File: config.mk
export PLATFORM = sky130hd
export DESIGN_NAME = pit_bus_master
export DESIGN_NICKNAME = d
export VERILOG_FILES = /design/src/rtl/pit_pkg.sv /design/src/rtl/pit_bus_cycle.sv /design/src/rtl/pit_bus_master.sv
export SDC_FILE = /design/constraint.sdc
export NUM_CORES = 1
export LEC_CHECK = 0
export BUFFER_PORTS_ARGS = -buffer_cell sky130_fd_sc_hd__buf_2
export CORE_MARGIN = 3
export CORE_UTILIZATION = 35
export DETAILED_ROUTE_END_ITERATION = 10
export GPL_ROUTABILITY_DRIVEN = 0
export PLACE_DENSITY = 0.53
export SYNTH_ARGS = -nofsm -noshare
export SYNTH_HDL_FRONTEND = slang
export SYNTH_HIERARCHICAL = 1
export SYNTH_SLANG_ARGS = --single-unit
File: constraint.sdc
create_clock -name CLK -period 4.4 [get_ports CLK]
set_input_delay 0 -clock CLK [delete_from_list [all_inputs] [get_ports CLK]]
set_output_delay 0 -clock CLK [all_outputs]
set_load 0.01 [all_outputs]
File: src/rtl/pit_pkg.sv
// Shared types, constants and access-sequencing helpers for the PIT bus master.
package pit_pkg;

    localparam int unsigned DATA_W  = 8;
    localparam int unsigned COUNT_W = 16;
    localparam int unsigned IDX_W   = 2;

    typedef enum logic [2:0] {
        IDLE,
        SETUP,
        STROBE,
        HOLD,
        GAP,
        FINISH
    } pit_state_e;

    // Control-word register address
    localparam logic [1:0] A_CTRL = 2'b11;

    // RW field codes
    localparam logic [1:0] RW_LATCH = 2'b00;
    localparam logic [1:0] RW_LSB   = 2'b01;
    localparam logic [1:0] RW_MSB   = 2'b10;
    localparam logic [1:0] RW_BOTH  = 2'b11;

    // Request captured at acceptance
    typedef struct packed {
        logic               op;
        logic [1:0]         sel;
        logic [1:0]         rw_mode;
        logic [2:0]         mode;
        logic               bcd;
        logic [COUNT_W-1:0] count;
    } pit_req_t;

    // One bus access derived from a request
    typedef struct packed {
        logic              write;
        logic [1:0]        addr;
        logic [DATA_W-1:0] data;
        logic              msb;
    } pit_acc_t;

    // Number of bus accesses a legal request needs
    function automatic logic [IDX_W-1:0] acc_total(input pit_req_t req);
        logic [IDX_W-1:0] n;
        if (req.op) begin
            n = (req.rw_mode == RW_BOTH) ? 2'd2 : 2'd1;
        end else if (req.rw_mode == RW_LATCH) begin
            n = 2'd1;
        end else begin
            n = (req.rw_mode == RW_BOTH) ? 2'd3 : 2'd2;
        end
        return n;
    endfunction

    // Describe access number idx of a request; writes lead with the control byte
    function automatic pit_acc_t acc_desc(input pit_req_t req, input logic [IDX_W-1:0] idx);
        pit_acc_t         acc;
        logic [IDX_W-1:0] j;
        acc     = '0;
        j       = req.op ? idx : idx - 2'd1;
        acc.msb = (req.rw_mode == RW_MSB) || ((req.rw_mode == RW_BOTH) && (j == 2'd1));
        if (!req.op && (idx == 2'd0)) begin
            acc.write = 1'b1;
            acc.addr  = A_CTRL;
            acc.data  = {req.sel, req.rw_mode, req.mode, req.bcd};
        end else begin
            acc.write = !req.op;
            acc.addr  = req.sel;
            acc.data  = req.op ? 8'h00 : (acc.msb ? req.count[15:8] : req.count[7:0]);
        end
        return acc;
    endfunction

endpackage

File: src/rtl/pit_bus_cycle.sv
// Single-access bus timing: strobe-length counter, registered bus pins, read capture.
module pit_bus_cycle
    import pit_pkg::*;
#(
    parameter int unsigned STROBE_CYCLES = 2
) (
    input  logic        clk,
    input  logic        rst_n,
    input  pit_state_e  state_q,
    input  pit_state_e  state_d,
    input  logic        acc_write,
    input  logic [1:0]  acc_addr,
    input  logic [7:0]  acc_data,
    input  logic [7:0]  d_in,
    output logic        cs,
    output logic        rd,
    output logic        wr,
    output logic        a1,
    output logic        a0,
    output logic [7:0]  d_out,
    output logic        d_oe,
    output logic [7:0]  rbyte,
    output logic        strobe_last_c
);

    localparam int unsigned CNT_W = 4;

    logic [CNT_W-1:0] strobe_cnt_q;
    logic             write_q;
    logic [1:0]       addr_q;
    logic             in_acc_c;
    logic             cur_write_c;

    assign strobe_last_c = (state_q == STROBE) &&
                           (strobe_cnt_q == CNT_W'(STROBE_CYCLES - 1));
    assign in_acc_c      = (state_d == SETUP) || (state_d == STROBE) || (state_d == HOLD);
    assign cur_write_c   = (state_d == SETUP) ? acc_write : write_q;
    assign a1            = addr_q[1];
    assign a0            = addr_q[0];

    // Count cycles spent in STROBE
    always_ff @(posedge clk or negedge rst_n) begin
        if (!rst_n) begin
            strobe_cnt_q <= '0;
        end else if ((state_q == STROBE) && !strobe_last_c) begin
            strobe_cnt_q <= strobe_cnt_q + CNT_W'(1);
        end else begin
            strobe_cnt_q <= '0;
        end
    end

    // Bus pins registered from the upcoming state; access fields latched on entry to SETUP
    always_ff @(posedge clk or negedge rst_n) begin
        if (!rst_n) begin
            cs      <= 1'b1;
            rd      <= 1'b1;
            wr      <= 1'b1;
            d_oe    <= 1'b0;
            d_out   <= '0;
            addr_q  <= '0;
            write_q <= 1'b0;
            rbyte   <= '0;
        end else begin
            cs   <= !in_acc_c;
            rd   <= !((state_d == STROBE) && !cur_write_c);
            wr   <= !((state_d == STROBE) && cur_write_c);
            d_oe <= in_acc_c && cur_write_c;
            if (state_d == SETUP) begin
                write_q <= acc_write;
                addr_q  <= acc_addr;
                d_out   <= acc_data;
            end else if (state_d == IDLE) begin
                addr_q <= 2'b00;
            end
            if (strobe_last_c && !write_q) begin
                rbyte <= d_in;
            end
        end
    end

endmodule

File: src/rtl/pit_bus_master.sv
// 8254-style PIT bus master: turns one request into control/count writes or count reads.
module pit_bus_master
    import pit_pkg::*;
#(
    parameter int unsigned STROBE_CYCLES = 2
) (
    input  logic        CLK,
    input  logic        RST_N,
    input  logic        start,
    input  logic        op,
    input  logic [1:0]  sel,
    input  logic [1:0]  rw_mode,
    input  logic [2:0]  mode,
    input  logic        bcd,
    input  logic [15:0] count,
    output logic        CS,
    output logic        RD,
    output logic        WR,
    output logic        A1,
    output logic        A0,
    output logic [7:0]  D_out,
    output logic        D_oe,
    input  logic [7:0]  D_in,
    output logic        busy,
    output logic        done,
    output logic        error,
    output logic [15:0] rd_data
);

    pit_state_e         state_q;
    pit_state_e         state_d;
    pit_req_t           req_q;
    pit_req_t           req_in_c;
    pit_acc_t           acc_c;
    logic [IDX_W-1:0]   idx_q;
    logic               accept_c;
    logic               illegal_c;
    logic               last_acc_c;
    logic               strobe_last_c;
    logic [7:0]         rbyte;
    logic [COUNT_W-1:0] rd_stage_q;
    logic [COUNT_W-1:0] rd_stage_c;
    logic               busy_d;
    logic               done_d;
    logic               error_d;

    assign req_in_c   = {op, sel, rw_mode, mode, bcd, count};
    assign accept_c   = (state_q == IDLE) && start;
    assign illegal_c  = (sel == 2'b11) || (op && (rw_mode == RW_LATCH));
    assign last_acc_c = (idx_q == (acc_total(req_q) - 2'd1));
    // In IDLE the first access is taken straight from the inputs being accepted
    assign acc_c      = (state_q == IDLE) ? acc_desc(req_in_c, 2'd0) : acc_desc(req_q, idx_q);

    // Next state and next values of the status outputs
    always_comb begin
        state_d = state_q;
        busy_d  = 1'b0;
        done_d  = 1'b0;
        error_d = 1'b0;
        case (state_q)
            IDLE:    if (start && !illegal_c) state_d = SETUP;
            SETUP:   state_d = STROBE;
            STROBE:  if (strobe_last_c) state_d = HOLD;
            HOLD:    state_d = last_acc_c ? FINISH : GAP;
            GAP:     state_d = SETUP;
            FINISH:  state_d = IDLE;
            default: state_d = IDLE;
        endcase
        busy_d  = (state_d == SETUP) || (state_d == STROBE) || (state_d == HOLD) || (state_d == GAP);
        done_d  = (state_d == FINISH);
        error_d = accept_c && illegal_c;
    end

    // Assemble read bytes; the byte not read stays zero
    always_comb begin
        rd_stage_c = rd_stage_q;
        if (accept_c) begin
            rd_stage_c = '0;
        end else if ((state_q == HOLD) && req_q.op) begin
            if (acc_c.msb) begin
                rd_stage_c[15:8] = rbyte;
            end else begin
                rd_stage_c[7:0] = rbyte;
            end
        end
    end

    // State register
    always_ff @(posedge CLK or negedge RST_N) begin
        if (!RST_N) begin
            state_q <= IDLE;
        end else begin
            state_q <= state_d;
        end
    end

    // Request capture and access index
    always_ff @(posedge CLK or negedge RST_N) begin
        if (!RST_N) begin
            req_q      <= '0;
            idx_q      <= '0;
            rd_stage_q <= '0;
        end else begin
            if (accept_c) begin
                req_q <= req_in_c;
                idx_q <= '0;
            end else if ((state_q == HOLD) && !last_acc_c) begin
                idx_q <= idx_q + 2'd1;
            end
            rd_stage_q <= rd_stage_c;
        end
    end

    // Registered status outputs; rd_data only moves when a read completes
    always_ff @(posedge CLK or negedge RST_N) begin
        if (!RST_N) begin
            busy    <= 1'b0;
            done    <= 1'b0;
            error   <= 1'b0;
            rd_data <= '0;
        end else begin
            busy  <= busy_d;
            done  <= done_d;
            error <= error_d;
            if ((state_q == HOLD) && last_acc_c && req_q.op) begin
                rd_data <= rd_stage_c;
            end
        end
    end

    pit_bus_cycle #(
        .STROBE_CYCLES(STROBE_CYCLES)
    ) u_bus_cycle (
        .clk           (CLK),
        .rst_n         (RST_N),
        .state_q       (state_q),
        .state_d       (state_d),
        .acc_write     (acc_c.write),
        .acc_addr      (acc_c.addr),
        .acc_data      (acc_c.data),
        .d_in          (D_in),
        .cs            (CS),
        .rd            (RD),
        .wr            (WR),
        .a1            (A1),
        .a0            (A0),
        .d_out         (D_out),
        .d_oe          (D_oe),
        .rbyte         (rbyte),
        .strobe_last_c (strobe_last_c)
    );

endmodule

==> impl_results.md, run 1 <==
- Status: completed
- Resized Gates After CTS: 0
- Total chip power: 3.72 mW
- Synthesized area: 4340 µm²
- WP data required: 4630 ps
- Site Rows: 40
- Layout cells sized above 1: 28.5%
- Grt met1 use: 21.6%
- Worst-path maximum fanout: 9
- Worst R2R End: u_bus_cycle/d_oe
- Syn_area_per_cell: 11.2 µm²
- Vias per cell: 5.03
- Synth warn: 6
- Total nets after synthesis: 431
- Ys async rst share: 100%
- Final core occ: 45.6%
- Initial core utilization: 36.0%
- Instance area at placement: 4800 µm²
- Flop2flop setup slack: 1370 ps
- Combinational share of power: 38.2%
- CTS buffer count: 9
- Vias: 3,293
- Count of cell types in the netlist: 52
- Sw Ratio: 37.1%
- Clock Sinks: 92
- Die Y-Extent: 117 µm
- Clock power share: 23.7%
- Total number of H-tree levels: 3
- CP Capture Type: flop
- Area growth from synthesis to layout: 26.7%
- # Post-CTS Setup Buffers: 0
- Final setup margin: 1370 ps
- Maximum vdd drop: 273 µV
- Max-Cap Viols: 0
- N_diodes: 0
- First-pass GRT wire length: 17.7 mm
- Final std cells w/o fill: 655
- Int Power: 2.34 mW
- Critical Path Sink: u_bus_cycle/d_oe
- DRC viols: 0
- HPWL after detailed placement: 6.80 mm
- NumNets Final: 524
- Slew Limit Fails: 0
- Clock buffer depth: 2
- Met3 usage: 3.18%
- Antenna viol nets, final: 0
- PwrDens: 676 nW/µm²
- Sequential power share: 38.1%
- Clock Latency Late Sink: 350 ps
- Period utilization: 68.9%
- CP Class: flop to flop
- Wirelength per Cell: 16.1 µm
- Most frequent cells in the layout: dfrtp_1, buf_2, mux2_2, dlygate4sd3_1
- Inst Count DP: 603
- CP Launch Type: flop
- Die area: 13,800 µm²
- Post-synthesis register bit count: 92
- Global Route met2 Usage: 25.0%
- Die W: 117 µm
- Min-delay src: start
- Port-buffer cells: 68
- CP arrival: 3270 ps
- Worst Tran Pin Value: 1160 ps
- Final setup fails: 0
- R2R cell count: 10
- Initial antenna violation count: 0
- Reg2Reg Launch Point: req_q[20]
- Core Box Area: 12,100 µm²
- CTS root buffer: clkbuf_16
- TritonCTS clock tree: built
- Number of synthesized flops with an enable pin: 0
- Worst Skew: 7.41 ps
- Crit. Startpoint: req_q[20]
- Period minus WS final: 3030 ps
- Count of final hold-check violations: 0
- Static Leak: 2.50 nW
- Post-synthesis sequential area ratio: 53.1%
- Mapped Cells: 389
- 1st-pass router iterations: 4
- Congestion Overflow GR: 0
- Slowest cell delay on critical path: 470 ps
- DRT iter0 DRCs: 241
- GRT Util Overall: 15.9%
- Worst-path cell chain: inv_1 > ha_1 > or4b_1 > o211a_1 > o21a_1 > o211ai_1 > nor3b_1 > buf_4 > mux2_2 > nor2b_1
- Hold crit path type: input port to flop
- Vias in the first global route: 3,406
- RSZ-0062 raised after global routing: no
- Net Sw Power: 1.38 mW
- Max Clk Rate: 330 MHz
- Clock transition at the registers of the reported paths: 70 ps
- Commonest non-fill, non-tap cell in the layout: dfrtp_1
- Ys flop type: dfrtp_1
- Setup TNS Final: 0 ps
- Top Usage Layer GRT: met2
- Hold Slack: 72.1 ps
- Post-route cell area: 5500 µm²
- Boundary pin count: 69
- Dpl ws: 1390 ps
- Final wirelength: 10.5 mm
- Worst path slowest cell: or4b_1
- Slew headroom: 23.0%
- Largest net degree at the start of global routing: 55
synthesized netlist by cell type, types with 8 or more instances:
master,number,area share (%)
clkbuf_1,11,0.95
buf_2,12,1.4
nand3_1,27,3.1
nand4_1,9,1.3
mux2i_1,9,2.1
nor2_1,27,2.3
o211ai_1,12,2.1
inv_1,18,1.6
dfrtp_1,89,51
o31ai_1,8,1.4
a31oi_1,17,2.5
mux2_2,40,10
o21ai_0,21,2.4
nand2_1,17,1.5
worst max-delay path: cells and delay by family, from the launching register on:
kind / cells / cell delay, ps
flops: 1 / 380
fa+ha+maj: 1 / 330
compound gates: 3 / 730
buf+inv: 2 / 300
mux: 1 / 360
simple gates: 3 / 830
final cells by class:
cell class | count | area [µm²]
inverters | 19 | 71.3
repair buffers | 108 | 733
fillers | 1122 | 6570
multi-input cells | 252 | 1840
clock inverters | 5 | 103
well taps | 168 | 210
clock buffers | 11 | 233
flip-flops and latches | 92 | 2310
cell families after synthesis:
family	synth area share, %
multiplexers	12.7
adder cells (fa/ha/maj)	1.73
buffers and inverters	4.58
AND/OR/NAND/NOR	13.6
AO/OA/AOI/OAI	13.4
XOR/XNOR	0.808
flip-flops	53.1
worst min path at each step:
stage                        to  depth (start not counted)  slack [ps]
2_1_floorplan              busy                          0        -300
3_3_place_gp   u_bus_cycle/d_oe                          1           5
3_5_place_dp   u_bus_cycle/d_oe                          1           6
4_1_cts                idx_q[1]                          3          70
5_1_grt                idx_q[1]                          3          90
6_report               idx_q[1]                          3          70
routing by layer:
layer | vias to the layer above | wire (µm)
met5 | - | 0
met4 | 0 | 200
met3 | 14 | 351
met2 | 65 | 4910
met1 | 1611 | 5060
li1 | 1603 | -
flip-flops by register name, summed over array words and instances, names as in the netlist, 2 cells and up:
signal and cells:
u_bus_cycle/addr_q 2, rd_data 16, u_bus_cycle/rbyte 8, rd_stage_q 16, state_q 3, u_bus_cycle/d_out 8
req_q 25, u_bus_cycle/strobe_cnt_q 4, idx_q 2
power by group through the flow:
stage	sequential, mW	combinational [mW]	clock (mW)
after CTS	1.42	1.44	0.903
after detailed placement	1.43	1.41	0
after global routing	1.47	1.59	0.937
after global placement	1.42	1.39	0
final	1.42	1.42	0.882
after floorplan	1.40	1.01	0
repair_timing:
action                     4_1_cts  5_1_grt
hold buffers                    36        0
setup endpoints to repair        0        0
hold endpoints to repair        72        0
(Power assumes the default switching activity.)
==> inputs of run 2 (changes only) <==
==> constraint.sdc (replaced) <==
create_clock -name CLK -period 3.2 [get_ports CLK]
set_input_delay 0 -clock CLK [delete_from_list [all_inputs] [get_ports CLK]]
set_output_delay 0 -clock CLK [all_outputs]
set_load 0.01 [all_outputs]
==> run 2 against run 1 <==
Against the previous run: routed wire length barely moved; critical path depth down 1; critical endpoint is now u_bus_cycle/d_out[0]; sequential power rose by 37%; fmax rose by 3.4%; worst setup slack worse by 1100 ps; total power up 32%; count of clock-buffer cells in the layout shrank 1; flip-flop and latch count did not move; combinational power rose by 40%; register-to-register slack worse by 1100 ps.
==> impl_results.md, run 2 (synthesis results as in run 1) <==
- Clock buffer depth: 2 (unchanged)
- Net Sw Power: 1.91 mW (+39%)
- Final std cells w/o fill: 661 (+0.92%)
- Clock power share: 19.8% (-3.9 points)
- Clock Sinks: 92 (unchanged)
- Die area: 13,800 µm² (unchanged)
- Worst Skew: 6.33 ps (-1.08 ps)
- Most frequent cells in the layout: dfrtp_1, buf_2, mux2_2, dlygate4sd3_1
- Resized Gates After CTS: 0 (unchanged)
- Total chip power: 4.92 mW (+32%)
- Reg with most FFs: req_q
- Clock Latency Late Sink: 340 ps (about the same)
- Maximum vdd drop: 331 µV (+21%)
- Site Rows: 40 (unchanged)
- Final core occ: 45.4% (-0.18 points)
- WP data required: 3420 ps (-1210 ps)
- Initial antenna violation count: 0 (unchanged)
- Congestion Overflow GR: 0 (unchanged)
- N_diodes: 0 (unchanged)
- Max reg flops: 25 (unchanged)
- Min-delay src: start
- TritonCTS clock tree: built
- Global Route met2 Usage: 25.1% (+0.072 points)
- Layout cells sized above 1: 29.6% (+1.1 points)
- Vias: 3,360 (+2.0%)
- Antenna viol nets, final: 0 (unchanged)
- Vias in the first global route: 3,330 (-2.2%)
- Boundary pin count: 69 (unchanged)
- Sequential power share: 39.7% (+1.6 points)
- Port-buffer cells: 68 (unchanged)
- Total number of H-tree levels: 3 (unchanged)
- CTS root buffer: clkbuf_16
- Crit. Startpoint: req_q[20]
- Slew headroom: 54.4% (+31 points)
- CP Launch Type: flop
- Hold crit path type: input port to flop
- Slew Limit Fails: 0 (unchanged)
- CP Class: flop to flop
- Top Usage Layer GRT: met2
- DRC viols: 0 (unchanged)
- Status: completed
- Final setup fails: 0 (unchanged)
- Static Leak: 2.51 nW (+0.14%)
- Met3 usage: 3.47% (+0.29 points)
- Area growth from synthesis to layout: 26.2%
- Top Registers: req_q: 25 flops, rd_data: 16 flops, rd_stage_q: 16 flops
- RSZ-0062 raised after global routing: no
- CTS buffer count: 9 (unchanged)
- Sw Ratio: 38.8% (+1.8 points)
- First-pass GRT wire length: 17.5 mm (-1.1%)
- Die W: 117 µm (unchanged)
- Clock transition at the registers of the reported paths: 60 ps (about the same)
- Worst Tran Pin Value: 684 ps (-472 ps)
- Reg2Reg Launch Point: req_q[20]
- CP Capture Type: flop
- Vias per cell: 5.08 (+1.1%)
- CP arrival: 3160 ps (-110 ps)
- Hold Slack: 99.0 ps (+26.8 ps)
- NumNets Final: 530 (+1.1%)
- Wirelength per Cell: 15.9 µm (-0.97%)
- Grt met1 use: 21.1% (-0.51 points)
- Die Y-Extent: 117 µm (unchanged)
- Final wirelength: 10.5 mm (about the same)
- Commonest non-fill, non-tap cell in the layout: dfrtp_1
- HPWL after detailed placement: 6.91 mm (+1.6%)
- GRT Util Overall: 15.6% (-0.29 points)
- Core Box Area: 12,100 µm² (unchanged)
- Period utilization: 91.7% (+23 points)
- Largest net degree at the start of global routing: 54 (-1.8%)
- 1st-pass router iterations: 4 (unchanged)
- Combinational share of power: 40.5% (+2.3 points)
- DRT iter0 DRCs: 230 (-4.6%)
- Initial core utilization: 36.0% (unchanged)
- Worst-path maximum fanout: 8 (-1)
- PwrDens: 898 nW/µm² (+33%)
- Max Clk Rate: 341 MHz (+3.4%)
- Count of final hold-check violations: 0 (unchanged)
- Inst Count DP: 609 (+1.0%)
- Setup TNS Final: 0 ps (unchanged)
- Int Power: 3.01 mW (+29%)
- Max-Cap Viols: 0 (unchanged)
- Period minus WS final: 2930 ps (-100 ps)
-- run 2: repair_timing --
item / CTS / global route
buffers inserted: 0 / 0
hold buffers: 36 / 0
hold endpoints to repair: 82 / 0
-- run 2: metrics by stage --
| step | instance area (µm²) | setup WS (ps) |
|---|---|---|
| floorplan | 4340 | 389 |
| global placement | 4850 | 369 |
| detailed placement | 4850 | 319 |
| CTS | 5480 | 260 |
| global route | 5480 | 96.4 |
| finish | 5480 | 267 |
-- run 2: worst max-delay path, stage by stage, from the launching register on --
cell and delay, ps:
dfrtp_1 390, inv_1 80, ha_1 330, or4b_1 490, o211a_1 150, o21a_1 210
o211ai_1 200, nor3b_1 380, buf_4 250, mux2_2 350
-- run 2: layout make-up --
cell class                 instances  area [µm²]
fill                            1127        6590
inverter                          19        71.3
timing repair buffer             114         778
sequential                        92        2310
tap                              168         210
clock inverter                     6        40.0
multi-input combinational        252        1840
clock buffer                      10         229
-- run 2: worst paths after layout --
check	end	slack, ps	cells past startpoint
worst max-delay path	u_bus_cycle/d_out[0]	270	9
worst min-delay path	idx_q[1]	100	3
worst max register to register	u_bus_cycle/d_out[0]	270	9
worst min register to register	u_bus_cycle/strobe_cnt_q[0]	490	1
max in group asynchronous	req_q[14]	2160	3
min in group asynchronous	u_bus_cycle/addr_q[1]	240	2
-- run 2: per-layer routing --
layer	up-vias	part of all wire [%]
met4	0	1.0
met2	62	49
met5	-	0
met3	10	3.5
met1	1671	46
li1	1617	-
-- run 2: power by group through the flow --
stage | registers, mW | logic, mW | clock network [mW]
3_5_place_dp | 1.98 | 1.97 | 0
5_1_grt | 2.01 | 2.22 | 1.05
3_3_place_gp | 1.96 | 1.93 | 0
4_1_cts | 1.96 | 2.01 | 1.00
2_1_floorplan | 1.93 | 1.38 | 0
6_report | 1.95 | 1.99 | 0.975
==> inputs of run 3 (changes only) <==
--- a/config.mk
+++ b/config.mk
@@ -5,7 +5,7 @@
 export SDC_FILE = /design/constraint.sdc
 export NUM_CORES = 1
 export LEC_CHECK = 0
-export BUFFER_PORTS_ARGS = -buffer_cell sky130_fd_sc_hd__buf_2
+export BUFFER_PORTS_ARGS = -buffer_cell sky130_fd_sc_hd__clkbuf_2
 export CORE_MARGIN = 3
 export CORE_UTILIZATION = 35
 export DETAILED_ROUTE_END_ITERATION = 10
==> run 3 against run 2 <==
Against the previous run: clock skew barely moved; clock power increased by 9.7%; sequential power about the same; cell count stayed put; routed wire length fell by 3.2%; global-route usage fell by 0.29 points; first-iteration DRC count fell by 20%; sequential share of layout area down 0.26 points; count of clock-buffer cells in the layout fell by 1; hold slack improved by 17 ps; critical endpoint is now u_bus_cycle/d_out[3]; largest cell class unchanged.
==> impl_results.md, run 3 (synthesis results as in run 1) <==
- Clock Sinks: 92 (unchanged)
- Global Route met2 Usage: 24.1% (-1.0 points)
- NumNets Final: 530 (unchanged)
- RSZ-0062 raised after global routing: no
- Port-buffer cells: 68 (unchanged)
- Max Clk Rate: 341 MHz (-0.10%)
- Worst-path maximum fanout: 8 (unchanged)
- Grt met1 use: 21.8% (+0.63 points)
- Period minus WS final: 2940 ps (+2.97 ps)
- Most frequent cells in the layout: dfrtp_1, clkbuf_2, mux2_2, dlygate4sd3_1
- PwrDens: 907 nW/µm² (+0.99%)
- Met3 usage: 2.41% (-1.1 points)
- Die Y-Extent: 117 µm (unchanged)
- Core Box Area: 12,100 µm² (unchanged)
- Status: completed
- GRT Util Overall: 15.3% (-0.29 points)
- Period utilization: 91.8% (+0.093 points)
- Antenna viol nets, final: 0 (unchanged)
- Hold crit path type: input port to flop
- TritonCTS clock tree: built
- Initial antenna violation count: 0 (unchanged)
- Slew headroom: 52.3% (-2.1 points)
- Commonest non-fill, non-tap cell in the layout: dfrtp_1
- Worst Skew: 6.68 ps (+0.346 ps)
- Clock buffer depth: 2 (unchanged)
- DRT iter0 DRCs: 185 (-20%)
- Clock transition at the registers of the reported paths: 70 ps (about the same)
- Top Usage Layer GRT: met2
- CP arrival: 3160 ps (about the same)
- Congestion Overflow GR: 0 (unchanged)
- Vias per cell: 5.05 (-0.68%)
- DRC viols: 0 (unchanged)
- CP Capture Type: flop
- Top Registers: req_q: 25 flops, rd_data: 16 flops, rd_stage_q: 16 flops
- Largest net degree at the start of global routing: 46 (-15%)
- Max-Cap Viols: 0 (unchanged)
- CP Class: flop to flop
- Setup TNS Final: 0 ps (unchanged)
- Combinational share of power: 39.4% (-1.1 points)
- Total number of H-tree levels: 3 (unchanged)
- Net Sw Power: 1.91 mW (about the same)
- Final setup fails: 0 (unchanged)
- Maximum vdd drop: 332 µV (+0.39%)
- Vias: 3,337 (-0.68%)
- Sequential power share: 39.2% (-0.5 points)
- Clock Latency Late Sink: 340 ps (about the same)
- Site Rows: 40 (unchanged)
- Die W: 117 µm (unchanged)
- N_diodes: 0 (unchanged)
- Int Power: 3.09 mW (+2.6%)
- Vias in the first global route: 3,291 (-1.2%)
- Initial core utilization: 36.0% (unchanged)
- Boundary pin count: 69 (unchanged)
- Wirelength per Cell: 15.4 µm (-3.2%)
- Layout cells sized above 1: 29.8% (+0.20 points)
- CP Launch Type: flop
- CTS root buffer: clkbuf_16
- Reg with most FFs: req_q
- Worst Tran Pin Value: 716 ps (+31.7 ps)
- Worst-path cell chain: inv_1 > ha_1 > or4b_1 > o211a_1 > o21a_1 > o211ai_1 > nor3b_1 > buf_4 > mux2_2
- 1st-pass router iterations: 4 (unchanged)
- Largest delay share family, worst path: simple AND/OR/NAND/NOR gates
- Area growth from synthesis to layout: 27.0%
- Crit path buffers/inverters: 2 (unchanged)
- Instance area at placement: 4850 µm² (unchanged)
- Final wirelength: 10.2 mm (-3.2%)
- Slew Limit Fails: 0 (unchanged)
- Static Leak: 2.52 nW (+0.58%)
- Die area: 13,800 µm² (unchanged)
- CTS buffer count: 9 (unchanged)
- Total chip power: 5.00 mW (+1.6%)
- HPWL after detailed placement: 6.96 mm (+0.65%)
- Worst path slowest cell: or4b_1
- Clock power share: 21.4% (+1.6 points)
- Max reg flops: 25 (unchanged)
- Post-route cell area: 5510 µm² (+0.62%)
- WP data required: 3430 ps (about the same)
- Slowest cell delay on critical path: 480 ps (about the same)
- Sw Ratio: 38.2% (-0.61 points)
- Count of final hold-check violations: 0 (unchanged)
- First-pass GRT wire length: 17.3 mm (-1.3%)
[run 3: worst min-delay path: stages]
cell and delay, ps:
clkbuf_2 120, a21oi_1 150, mux2_1 140
[run 3: power groups by stage]
stage,sequential (mW),combinational [mW],clock [mW]
after floorplan,1.93,1.38,0
after global placement,1.97,1.93,0
after detailed placement,1.98,1.95,0
after CTS,1.96,2.00,1.10
after global routing,2.03,2.21,1.14
final,1.96,1.97,1.07
[run 3: per-layer routing]
| layer | vias to the layer above | share of wire, % | wire length [µm] |
|---|---|---|---|
| met5 | - | 0 | 0 |
| met4 | 0 | 1.4 | 143 |
| met3 | 10 | 2.8 | 284 |
| met2 | 51 | 47 | 4790 |
| met1 | 1648 | 49 | 4960 |
| li1 | 1628 | - | - |
[run 3: final cells by class]
type	count	area [µm²]
fillers	1186	6550
flip-flops and latches	92	2310
multi-input cells	252	1840
repair buffers	114	778
clock buffers	9	225
well taps	168	210
clock inverters	7	77.6
inverters	19	71.3
[run 3: path summary, 6_finish.rpt]
path,startpoint,to,slack [ps],cells after the start
max reg2reg,req_q[20],u_bus_cycle/d_out[3],260,9
max,req_q[20],u_bus_cycle/d_out[3],260,9
min reg2reg,u_bus_cycle/strobe_cnt_q[0],u_bus_cycle/strobe_cnt_q[0],500,1
min,start,idx_q[1],120,3
max in group asynchronous,RST_N,u_bus_cycle/d_out[2],2220,3
min in group asynchronous,RST_N,u_bus_cycle/addr_q[0],210,2
[run 3: metrics by stage]
| step | setup slack, ps | hold WS [ps] | std cells | util [%] |
|---|---|---|---|---|
| 4_1_cts | 289 | 118 | 661 | 45.7 |
| 6_report | 264 | 116 | 661 | 45.7 |
| 3_5_place_dp | 324 | 56.4 | 609 | 40.2 |
| 3_3_place_gp | 379 | 55.1 | 609 | 40.2 |
| 5_1_grt | 120 | 181 | 661 | 45.7 |
| 2_1_floorplan | 389 | -296 | 389 | - |
[run 3: timing repair]
item                                   4_1_cts  5_1_grt
gates resized for setup                      0        0
endpoints found under the hold margin       74        0
hold buffers                                36        0
buffers inserted                             0        0
